`config.mk`:
```
export PLATFORM = sky130hd
export DESIGN_NAME = ddr_local_arb_flat
export DESIGN_NICKNAME = d
export VERILOG_FILES = /design/src/rtl/ddr_arb_pkg.sv /design/src/rtl/ddr_local_arb_if.sv /design/src/rtl/ddr_arb_tag_fifo.sv /design/src/rtl/ddr_local_arb.sv /design/src/flat_wrapper.sv
export SDC_FILE = /design/constraint.sdc
export NUM_CORES = 1
export LEC_CHECK = 0
export ABC_AREA = 0
export BUFFER_PORTS_ARGS = -buffer_cell sky130_fd_sc_hd__clkbuf_2
export CAP_MARGIN = 5
export CORE_AREA = 2 2 285 287
export CTS_CLUSTER_SIZE = 24
export DETAILED_ROUTE_END_ITERATION = 10
export DIE_AREA = 0 0 287 289
export GPL_ROUTABILITY_DRIVEN = 0
export GPL_TIMING_DRIVEN = 0
export HOLD_SLACK_MARGIN = 0.03
export SETUP_SLACK_MARGIN = 0.1
export SYNTH_ARGS = -nofsm -noshare
export SYNTH_HDL_FRONTEND = slang
export SYNTH_SLANG_ARGS = --single-unit
```
`constraint.sdc`:
```
create_clock -name phy_clk -period 4.9 [get_ports phy_clk]
set_input_delay 0.245 -clock phy_clk [delete_from_list [all_inputs] [get_ports phy_clk]]
set_output_delay 0.245 -clock phy_clk [all_outputs]
set_load 0.03 [all_outputs]
```
`src/rtl/ddr_arb_pkg.sv`:
```
// Shared types and defaults for the DDR2 local-interface arbiter.
//   DEF_DDR_ADDR_WIDTH / DEF_DDR_DATA_WIDTH : default local_address / data widths
//   arb_state_e                             : issue FSM states
//   req_id_t, REQ_A, REQ_B                  : requester identifier carried in read tags
package ddr_arb_pkg;

    localparam int unsigned DEF_DDR_ADDR_WIDTH = 26;
    localparam int unsigned DEF_DDR_DATA_WIDTH = 128;

    typedef enum logic {
        StIdle  = 1'b0,
        StIssue = 1'b1
    } arb_state_e;

    typedef logic req_id_t;

    localparam req_id_t REQ_A = 1'b0;
    localparam req_id_t REQ_B = 1'b1;

endpackage

```
`src/rtl/ddr_local_arb_if.sv`:
```
// Bundle of the two requester channels and the DDR2 controller local interface.
//   a_* / b_*   : valid/ready request channels plus per-requester read-data strobes
//   rdata       : read data shared by both requesters
//   local_*     : controller side (init_done, ready, rdata in; address, wdata, req strobes out)
// Modport slave is the arbiter's view; master is the view of requesters plus controller.
interface ddr_local_arb_if
    import ddr_arb_pkg::*;
#(
    parameter int unsigned DDR_ADDR_WIDTH = DEF_DDR_ADDR_WIDTH,
    parameter int unsigned DDR_DATA_WIDTH = DEF_DDR_DATA_WIDTH
);
    logic                      a_valid;
    logic                      a_wr;
    logic [DDR_ADDR_WIDTH-1:0] a_addr;
    logic [DDR_DATA_WIDTH-1:0] a_wdata;
    logic                      a_ready;
    logic                      a_rdata_valid;

    logic                      b_valid;
    logic                      b_wr;
    logic [DDR_ADDR_WIDTH-1:0] b_addr;
    logic [DDR_DATA_WIDTH-1:0] b_wdata;
    logic                      b_ready;
    logic                      b_rdata_valid;

    logic [DDR_DATA_WIDTH-1:0] rdata;

    logic                      local_init_done;
    logic                      local_ready;
    logic [DDR_DATA_WIDTH-1:0] local_rdata;
    logic                      local_rdata_valid;
    logic [DDR_ADDR_WIDTH-1:0] local_address;
    logic [DDR_DATA_WIDTH-1:0] local_wdata;
    logic                      local_write_req;
    logic                      local_read_req;
    logic                      local_burstbegin;

    modport slave (
        input  a_valid, a_wr, a_addr, a_wdata,
        input  b_valid, b_wr, b_addr, b_wdata,
        input  local_init_done, local_ready, local_rdata, local_rdata_valid,
        output a_ready, a_rdata_valid, b_ready, b_rdata_valid, rdata,
        output local_address, local_wdata, local_write_req, local_read_req, local_burstbegin
    );

    modport master (
        output a_valid, a_wr, a_addr, a_wdata,
        output b_valid, b_wr, b_addr, b_wdata,
        output local_init_done, local_ready, local_rdata, local_rdata_valid,
        input  a_ready, a_rdata_valid, b_ready, b_rdata_valid, rdata,
        input  local_address, local_wdata, local_write_req, local_read_req, local_burstbegin
    );

endinterface

```
`src/rtl/ddr_arb_tag_fifo.sv`:
```
// Synchronous FIFO of requester ids for reads in flight.
//   phy_clk, rst : clock, synchronous active-high reset (empties the FIFO)
//   push, din    : enqueue an id (ignored when full unless popping in the same cycle)
//   pop, dout    : dequeue; dout is the current head
//   full, empty, count : occupancy, count updates the cycle after push/pop
module ddr_arb_tag_fifo
    import ddr_arb_pkg::*;
#(
    parameter int unsigned DEPTH = 8,
    localparam int unsigned PTR_W = $clog2(DEPTH),
    localparam int unsigned CNT_W = PTR_W + 1
) (
    input  logic             phy_clk,
    input  logic             rst,
    input  logic             push,
    input  req_id_t          din,
    input  logic             pop,
    output req_id_t          dout,
    output logic             full,
    output logic             empty,
    output logic [CNT_W-1:0] count
);
    req_id_t          mem_q [DEPTH];
    logic [PTR_W-1:0] wr_ptr_q, rd_ptr_q;
    logic [CNT_W-1:0] count_q;
    logic             do_push, do_pop;

    assign full    = (count_q == CNT_W'(DEPTH));
    assign empty   = (count_q == '0);
    assign do_pop  = pop & ~empty;
    // A pop frees the slot the simultaneous push lands in.
    assign do_push = push & (~full | pop);
    assign dout    = mem_q[rd_ptr_q];
    assign count   = count_q;

    always_ff @(posedge phy_clk) begin
        if (do_push) begin
            mem_q[wr_ptr_q] <= din;
        end
    end

    always_ff @(posedge phy_clk) begin
        if (rst) begin
            wr_ptr_q <= '0;
            rd_ptr_q <= '0;
            count_q  <= '0;
        end else begin
            if (do_push) wr_ptr_q <= wr_ptr_q + PTR_W'(1);
            if (do_pop)  rd_ptr_q <= rd_ptr_q + PTR_W'(1);
            if (do_push && !do_pop)      count_q <= count_q + CNT_W'(1);
            else if (do_pop && !do_push) count_q <= count_q - CNT_W'(1);
        end
    end

endmodule

```
`src/rtl/ddr_local_arb.sv`:
```
// Round-robin arbiter putting two requesters onto one DDR2 controller local interface.
//   phy_clk, rst     : clock, synchronous active-high reset
//   bus              : requester channels and controller local interface (slave modport)
//   rd_outstanding   : reads issued whose data has not yet returned
//   err_unexp_rdata  : sticky, local_rdata_valid arrived with no read outstanding
module ddr_local_arb
    import ddr_arb_pkg::*;
#(
    parameter int unsigned DDR_ADDR_WIDTH = DEF_DDR_ADDR_WIDTH,
    parameter int unsigned DDR_DATA_WIDTH = DEF_DDR_DATA_WIDTH,
    parameter int unsigned RD_TAG_DEPTH   = 8,
    localparam int unsigned CNT_W = $clog2(RD_TAG_DEPTH) + 1
) (
    input  logic             phy_clk,
    input  logic             rst,
    ddr_local_arb_if.slave   bus,
    output logic [CNT_W-1:0] rd_outstanding,
    output logic             err_unexp_rdata
);
    arb_state_e                state_q, state_d;
    req_id_t                   last_grant_q, last_grant_d;
    req_id_t                   id_q;
    logic                      wr_q;
    logic                      first_q;
    logic [DDR_ADDR_WIDTH-1:0] addr_q;
    logic [DDR_DATA_WIDTH-1:0] wdata_q;
    logic                      err_q;

    logic    a_elig, b_elig, grant_a, grant_b, issue_done;
    logic    fifo_full, fifo_empty, fifo_push, fifo_pop;
    req_id_t fifo_head;

    always_comb begin
        a_elig       = bus.a_valid & (bus.a_wr | ~fifo_full) & bus.local_init_done;
        b_elig       = bus.b_valid & (bus.b_wr | ~fifo_full) & bus.local_init_done;
        grant_a      = 1'b0;
        grant_b      = 1'b0;
        issue_done   = 1'b0;
        state_d      = state_q;
        last_grant_d = last_grant_q;
        unique case (state_q)
            StIdle: begin
                // On a tie the requester not served last wins.
                if (a_elig && (!b_elig || last_grant_q == REQ_B)) begin
                    grant_a = 1'b1;
                end else if (b_elig) begin
                    grant_b = 1'b1;
                end
                if (grant_a || grant_b) begin
                    state_d      = StIssue;
                    last_grant_d = grant_a ? REQ_A : REQ_B;
                end
            end
            StIssue: begin
                if (bus.local_ready) begin
                    issue_done = 1'b1;
                    state_d    = StIdle;
                end
            end
        endcase
    end

    always_ff @(posedge phy_clk) begin
        if (rst) begin
            state_q      <= StIdle;
            last_grant_q <= REQ_B;
            id_q         <= REQ_A;
            wr_q         <= 1'b0;
            first_q      <= 1'b0;
            addr_q       <= '0;
            wdata_q      <= '0;
            err_q        <= 1'b0;
        end else begin
            state_q      <= state_d;
            last_grant_q <= last_grant_d;
            // Burst begin marks only the first cycle after a grant.
            first_q      <= grant_a | grant_b;
            if (grant_a) begin
                id_q    <= REQ_A;
                wr_q    <= bus.a_wr;
                addr_q  <= bus.a_addr;
                wdata_q <= bus.a_wdata;
            end else if (grant_b) begin
                id_q    <= REQ_B;
                wr_q    <= bus.b_wr;
                addr_q  <= bus.b_addr;
                wdata_q <= bus.b_wdata;
            end
            if (bus.local_rdata_valid && fifo_empty) begin
                err_q <= 1'b1;
            end
        end
    end

    assign fifo_push = issue_done & ~wr_q;
    assign fifo_pop  = bus.local_rdata_valid & ~fifo_empty;

    ddr_arb_tag_fifo #(
        .DEPTH (RD_TAG_DEPTH)
    ) u_tag_fifo (
        .phy_clk (phy_clk),
        .rst     (rst),
        .push    (fifo_push),
        .din     (id_q),
        .pop     (fifo_pop),
        .dout    (fifo_head),
        .full    (fifo_full),
        .empty   (fifo_empty),
        .count   (rd_outstanding)
    );

    assign bus.a_ready          = grant_a;
    assign bus.b_ready          = grant_b;
    assign bus.local_address    = addr_q;
    assign bus.local_wdata      = wdata_q;
    assign bus.local_write_req  = (state_q == StIssue) & wr_q;
    assign bus.local_read_req   = (state_q == StIssue) & ~wr_q;
    assign bus.local_burstbegin = first_q;
    assign bus.rdata            = bus.local_rdata;
    assign bus.a_rdata_valid    = fifo_pop & (fifo_head == REQ_A);
    assign bus.b_rdata_valid    = fifo_pop & (fifo_head == REQ_B);
    assign err_unexp_rdata      = err_q;

endmodule

```
`src/flat_wrapper.sv`:
```
// flat-port wrapper written by rule: the top's interface ports become plain ports
module ddr_local_arb_flat import ddr_arb_pkg::*;
#(
    parameter int unsigned DDR_ADDR_WIDTH = DEF_DDR_ADDR_WIDTH,
    parameter int unsigned DDR_DATA_WIDTH = DEF_DDR_DATA_WIDTH,
    parameter int unsigned RD_TAG_DEPTH   = 8,
    localparam int unsigned CNT_W = $clog2(RD_TAG_DEPTH) + 1
)
  (phy_clk, rst, rd_outstanding, err_unexp_rdata, bus_a_valid, bus_a_wr, bus_a_addr, bus_a_wdata, bus_b_valid, bus_b_wr, bus_b_addr, bus_b_wdata, bus_local_init_done, bus_local_ready, bus_local_rdata, bus_local_rdata_valid, bus_a_ready, bus_a_rdata_valid, bus_b_ready, bus_b_rdata_valid, bus_rdata, bus_local_address, bus_local_wdata, bus_local_write_req, bus_local_read_req, bus_local_burstbegin);
  ddr_local_arb_if #(.DDR_ADDR_WIDTH(DDR_ADDR_WIDTH), .DDR_DATA_WIDTH(DDR_DATA_WIDTH)) bus_i ();
  input  logic phy_clk;
  input  logic rst;
  output logic [CNT_W-1:0] rd_outstanding;
  output logic err_unexp_rdata;
  input wire logic [$bits(bus_i.a_valid)-1:0] bus_a_valid;
  input wire logic [$bits(bus_i.a_wr)-1:0] bus_a_wr;
  input wire logic [$bits(bus_i.a_addr)-1:0] bus_a_addr;
  input wire logic [$bits(bus_i.a_wdata)-1:0] bus_a_wdata;
  input wire logic [$bits(bus_i.b_valid)-1:0] bus_b_valid;
  input wire logic [$bits(bus_i.b_wr)-1:0] bus_b_wr;
  input wire logic [$bits(bus_i.b_addr)-1:0] bus_b_addr;
  input wire logic [$bits(bus_i.b_wdata)-1:0] bus_b_wdata;
  input wire logic [$bits(bus_i.local_init_done)-1:0] bus_local_init_done;
  input wire logic [$bits(bus_i.local_ready)-1:0] bus_local_ready;
  input wire logic [$bits(bus_i.local_rdata)-1:0] bus_local_rdata;
  input wire logic [$bits(bus_i.local_rdata_valid)-1:0] bus_local_rdata_valid;
  output wire logic [$bits(bus_i.a_ready)-1:0] bus_a_ready;
  output wire logic [$bits(bus_i.a_rdata_valid)-1:0] bus_a_rdata_valid;
  output wire logic [$bits(bus_i.b_ready)-1:0] bus_b_ready;
  output wire logic [$bits(bus_i.b_rdata_valid)-1:0] bus_b_rdata_valid;
  output wire logic [$bits(bus_i.rdata)-1:0] bus_rdata;
  output wire logic [$bits(bus_i.local_address)-1:0] bus_local_address;
  output wire logic [$bits(bus_i.local_wdata)-1:0] bus_local_wdata;
  output wire logic [$bits(bus_i.local_write_req)-1:0] bus_local_write_req;
  output wire logic [$bits(bus_i.local_read_req)-1:0] bus_local_read_req;
  output wire logic [$bits(bus_i.local_burstbegin)-1:0] bus_local_burstbegin;
  assign bus_i.a_valid = bus_a_valid;
  assign bus_i.a_wr = bus_a_wr;
  assign bus_i.a_addr = bus_a_addr;
  assign bus_i.a_wdata = bus_a_wdata;
  assign bus_i.b_valid = bus_b_valid;
  assign bus_i.b_wr = bus_b_wr;
  assign bus_i.b_addr = bus_b_addr;
  assign bus_i.b_wdata = bus_b_wdata;
  assign bus_i.local_init_done = bus_local_init_done;
  assign bus_i.local_ready = bus_local_ready;
  assign bus_i.local_rdata = bus_local_rdata;
  assign bus_i.local_rdata_valid = bus_local_rdata_valid;
  assign bus_a_ready = bus_i.a_ready;
  assign bus_a_rdata_valid = bus_i.a_rdata_valid;
  assign bus_b_ready = bus_i.b_ready;
  assign bus_b_rdata_valid = bus_i.b_rdata_valid;
  assign bus_rdata = bus_i.rdata;
  assign bus_local_address = bus_i.local_address;
  assign bus_local_wdata = bus_i.local_wdata;
  assign bus_local_write_req = bus_i.local_write_req;
  assign bus_local_read_req = bus_i.local_read_req;
  assign bus_local_burstbegin = bus_i.local_burstbegin;
  ddr_local_arb #(.DDR_ADDR_WIDTH(DDR_ADDR_WIDTH), .DDR_DATA_WIDTH(DDR_DATA_WIDTH), .RD_TAG_DEPTH(RD_TAG_DEPTH)) u_core (.phy_clk(phy_clk), .rst(rst), .bus(bus_i), .rd_outstanding(rd_outstanding), .err_unexp_rdata(err_unexp_rdata));
endmodule
```
==> results.yml <==
synthesis:
  synth.most_common_cell: "dfxtp_1"
  yosys_most_used_dff: "dfxtp_1"
  syn-instance-count: 1126
  syn_avg_cell_area_um2: 8.26
  synth_seq_cells: 181
  synth_top_area_cell: "dfxtp_1"
  yosys.area_share.adder: 0.00887
  synth-compound-area-share: 0.245
  yosysTopAreaCellShare: 0.372
  synth_top_cells_by_count: "dfxtp_1, inv_1, a21oi_1, nor3_1, o32ai_1"
  syn-num-nets: 1577
  ys_seq_area_frac: 0.398
  ys_types: 39
  ys_async_sr_fraction: 0
  yosys_warnings: 0
  synth_area_leaders: "dfxtp_1, o32ai_1, buf_4, a21oi_1, nor3_1"
  yosys-mux-area-fraction: 0.0116
  synthXorXnorAreaFrac: 0.00471
  synth_top_family_by_area: "compound AO/OA/AOI/OAI gates"
  synth_edf_count: 8
  syn_area_mm2: 0.00931
  synth-simple-area-share: 0.108
layout:
  finalInstanceArea_mm2: 0.0155
  syn2layout_area_growth_pct: 66.3
  drive_gt1_frac: 0.448
  nNetsFinal: 2325
  final_core_util: 0.194
  final_cell_count_no_fill: 2952
  fill_cells: 9003
cts:
  cts_max_level: 4
  cts_resized: 0
  clock_path_buffers: 2
  clk_pin_slew_ns: 0.08
  cts_root_buf: "clkbuf_16"
  cts_tree: "built"
  cts.sinks: 181
  clk_latency_ns: 0.49
  cts_made_buffers: 17
grt:
  grt_max_degree: 18
  grt_pass1_vias: 11300
  antenna_found_initial: 13
  grt_usage: 0.133
  grt_pass1_wl_um: 77900
  grt_overflow_total: 0
place:
  place_worst_setup_slack_ns: 1.28
  port_buffers: 610
  dp_cells: 2796
  place.detailed.hpwl_um: 46100
  dpl_cell_area_mm2: 0.0137
timing:
  skew_ns: 0.00944
  maxSlewViolCount: 0
  setup_viol: 0
  layout_setup_ws_ns: 1.32
  tightestPinTransition_ns: 1.13
  tns_ns: 0
  fin_crit_sh: 0.731
  fin_crit_ns: 3.58
  fmax_ghz: 0.279
  hold_viol_final: 0
  rsz0062_at_grt: "false"
  slew_headroom: 0.246
drt:
  drt-initial-drc-count: 536
  first_pass_iters: 5
  ant_nets: 0
  via_count: 11400
  drc_errors: 0
  routed_wl_um: 58300
  viasPerCell: 3.87
  wl_per_cell_um: 19.7
setup_path:
  end_kind: "flop"
  crit_type: "reg -> reg"
  worstPathMaxFanout: 8
  required_ns: 5.28
  start_kind: "flop"
  worstPathArrival_ns: 3.97
floorplanning:
  die_area_mm2: 0.0829
  core-area_mm2: 0.0799
  start_util: 0.116
  die_h_um: 289
  num_rows: 104
  die_w_um: 287
  ios: 739
job:
  maxCapViolCount: 0
status:
  status: "completed"
hold_path:
  hold_class: "in -> reg"
power_and_ir_drop:
  leakage_nw: 6.82
  irDropWorstVdd_mv: 0.244
  power.density_mw_per_mm2: 341
## cells in the final DEF (no fill, tap or decap), types with 5 or more instances in the layout
cell type | Yosys | final
clkbuf_2 | 0 | 612
dfxtp_1 | 173 | 173
inv_1 | 162 | 162
nor3_1 | 160 | 160
a21oi_1 | 160 | 160
o32ai_1 | 155 | 155
buf_4 | 143 | 143
dlygate4sd3_1 | 0 | 118
buf_2 | 52 | 53
clkbuf_1 | 38 | 36
nor2_1 | 20 | 20
clkbuf_16 | 0 | 17
nand2_1 | 9 | 9
edfxtp_1 | 8 | 8
diode_2 | 0 | 5
ha_1 | 5 | 5
inv_6 | 0 | 5
## logic make-up (layout without fill, tap and decap cells)
| kind of cell | Yosys count | after routing |
|---|---|---|
| flip-flops | 181 | 181 |
| buffers and inverters | 396 | 1157 |
| multiplexers | 8 | 8 |
| other | 0 | 5 |
| adder cells (fa/ha/maj) | 6 | 6 |
| XOR/XNOR | 5 | 5 |
| AO/OA/AOI/OAI | 328 | 328 |
| AND/OR/NAND/NOR | 202 | 202 |
## routing by layer
metal,GRT usage,part of all wire
met1,0.143,0.38
met2,0.239,0.50
met4,0.0677,0.043
met3,0.0375,0.077
met5,0,0.00051
## metrics by stage
step	hold WS (ns)	power, mW
after floorplan	0.314	2.98
after global routing	0.0488	5.55
final	0.0817	5.28
after global placement	0.440	3.70
after CTS	0.0309	5.37
after detailed placement	0.446	3.71
## power by group
group / switching [mW] / internal (mW)
Sequential: 0.135 / 1.67
Clock: 0.767 / 0.768
Combinational: 1.25 / 0.691
## sequential cells by signal (all words and copies together), names as in the netlist, named ones only
signal / count
u_core.bus.local_burstbegin: 1
u_core.bus.local_address: 26
u_core.u_tag_fifo.rd_ptr_q: 3
u_core.last_grant_q: 1
u_core.wr_q: 1
u_core.err_unexp_rdata: 1
u_core.state_q: 1
u_core.u_tag_fifo.mem_q: 8
u_core.u_tag_fifo.wr_ptr_q: 3
u_core.bus.local_wdata: 128
u_core.u_tag_fifo.count: 4
u_core.id_q: 1
## worst paths after layout
path / startpoint / end / slack, ns / cells past startpoint
min: rst / u_core.u_tag_fifo.wr_ptr_q[2] / 0.08 / 2
max reg2reg: u_core.u_tag_fifo.count[0] / u_core.u_tag_fifo.count[3] / 1.32 / 11
min reg2reg: u_core.bus.local_wdata[50] / u_core.bus.local_wdata[50] / 0.46 / 2
max: u_core.u_tag_fifo.count[0] / u_core.u_tag_fifo.count[3] / 1.32 / 11
## repair_timing
item | in CTS | in global routing
hold endpoints to repair | 118 | 0
hold buffers | 118 | 0
setup buffers | 0 | 0
## area by class of cell
class,instances,area (um^2),share of cell area
multi-input combinational,549,3510,0.227
timing repair buffer,729,4240,0.274
sequential,181,3700,0.239
tap,1060,1330,0.0857
buffer,233,1480,0.0955
clock buffer,17,425,0.0275
clock inverter,15,168,0.0108
antenna,5,12.5,0.000808
inverter,163,612,0.0395
## critical path, stage by stage, from the launching register on
cell and delay, ns:
dfxtp_1 0.41, or4b_1 0.55, buf_2 0.23, o211ai_1 0.49, inv_1 0.22, ha_1 0.27
inv_1 0.14, ha_1 0.25, a21o_1 0.17, a21oi_1 0.18, mux2i_1 0.22, mux2_2 0.34
Power figures use the tool's default switching activity.
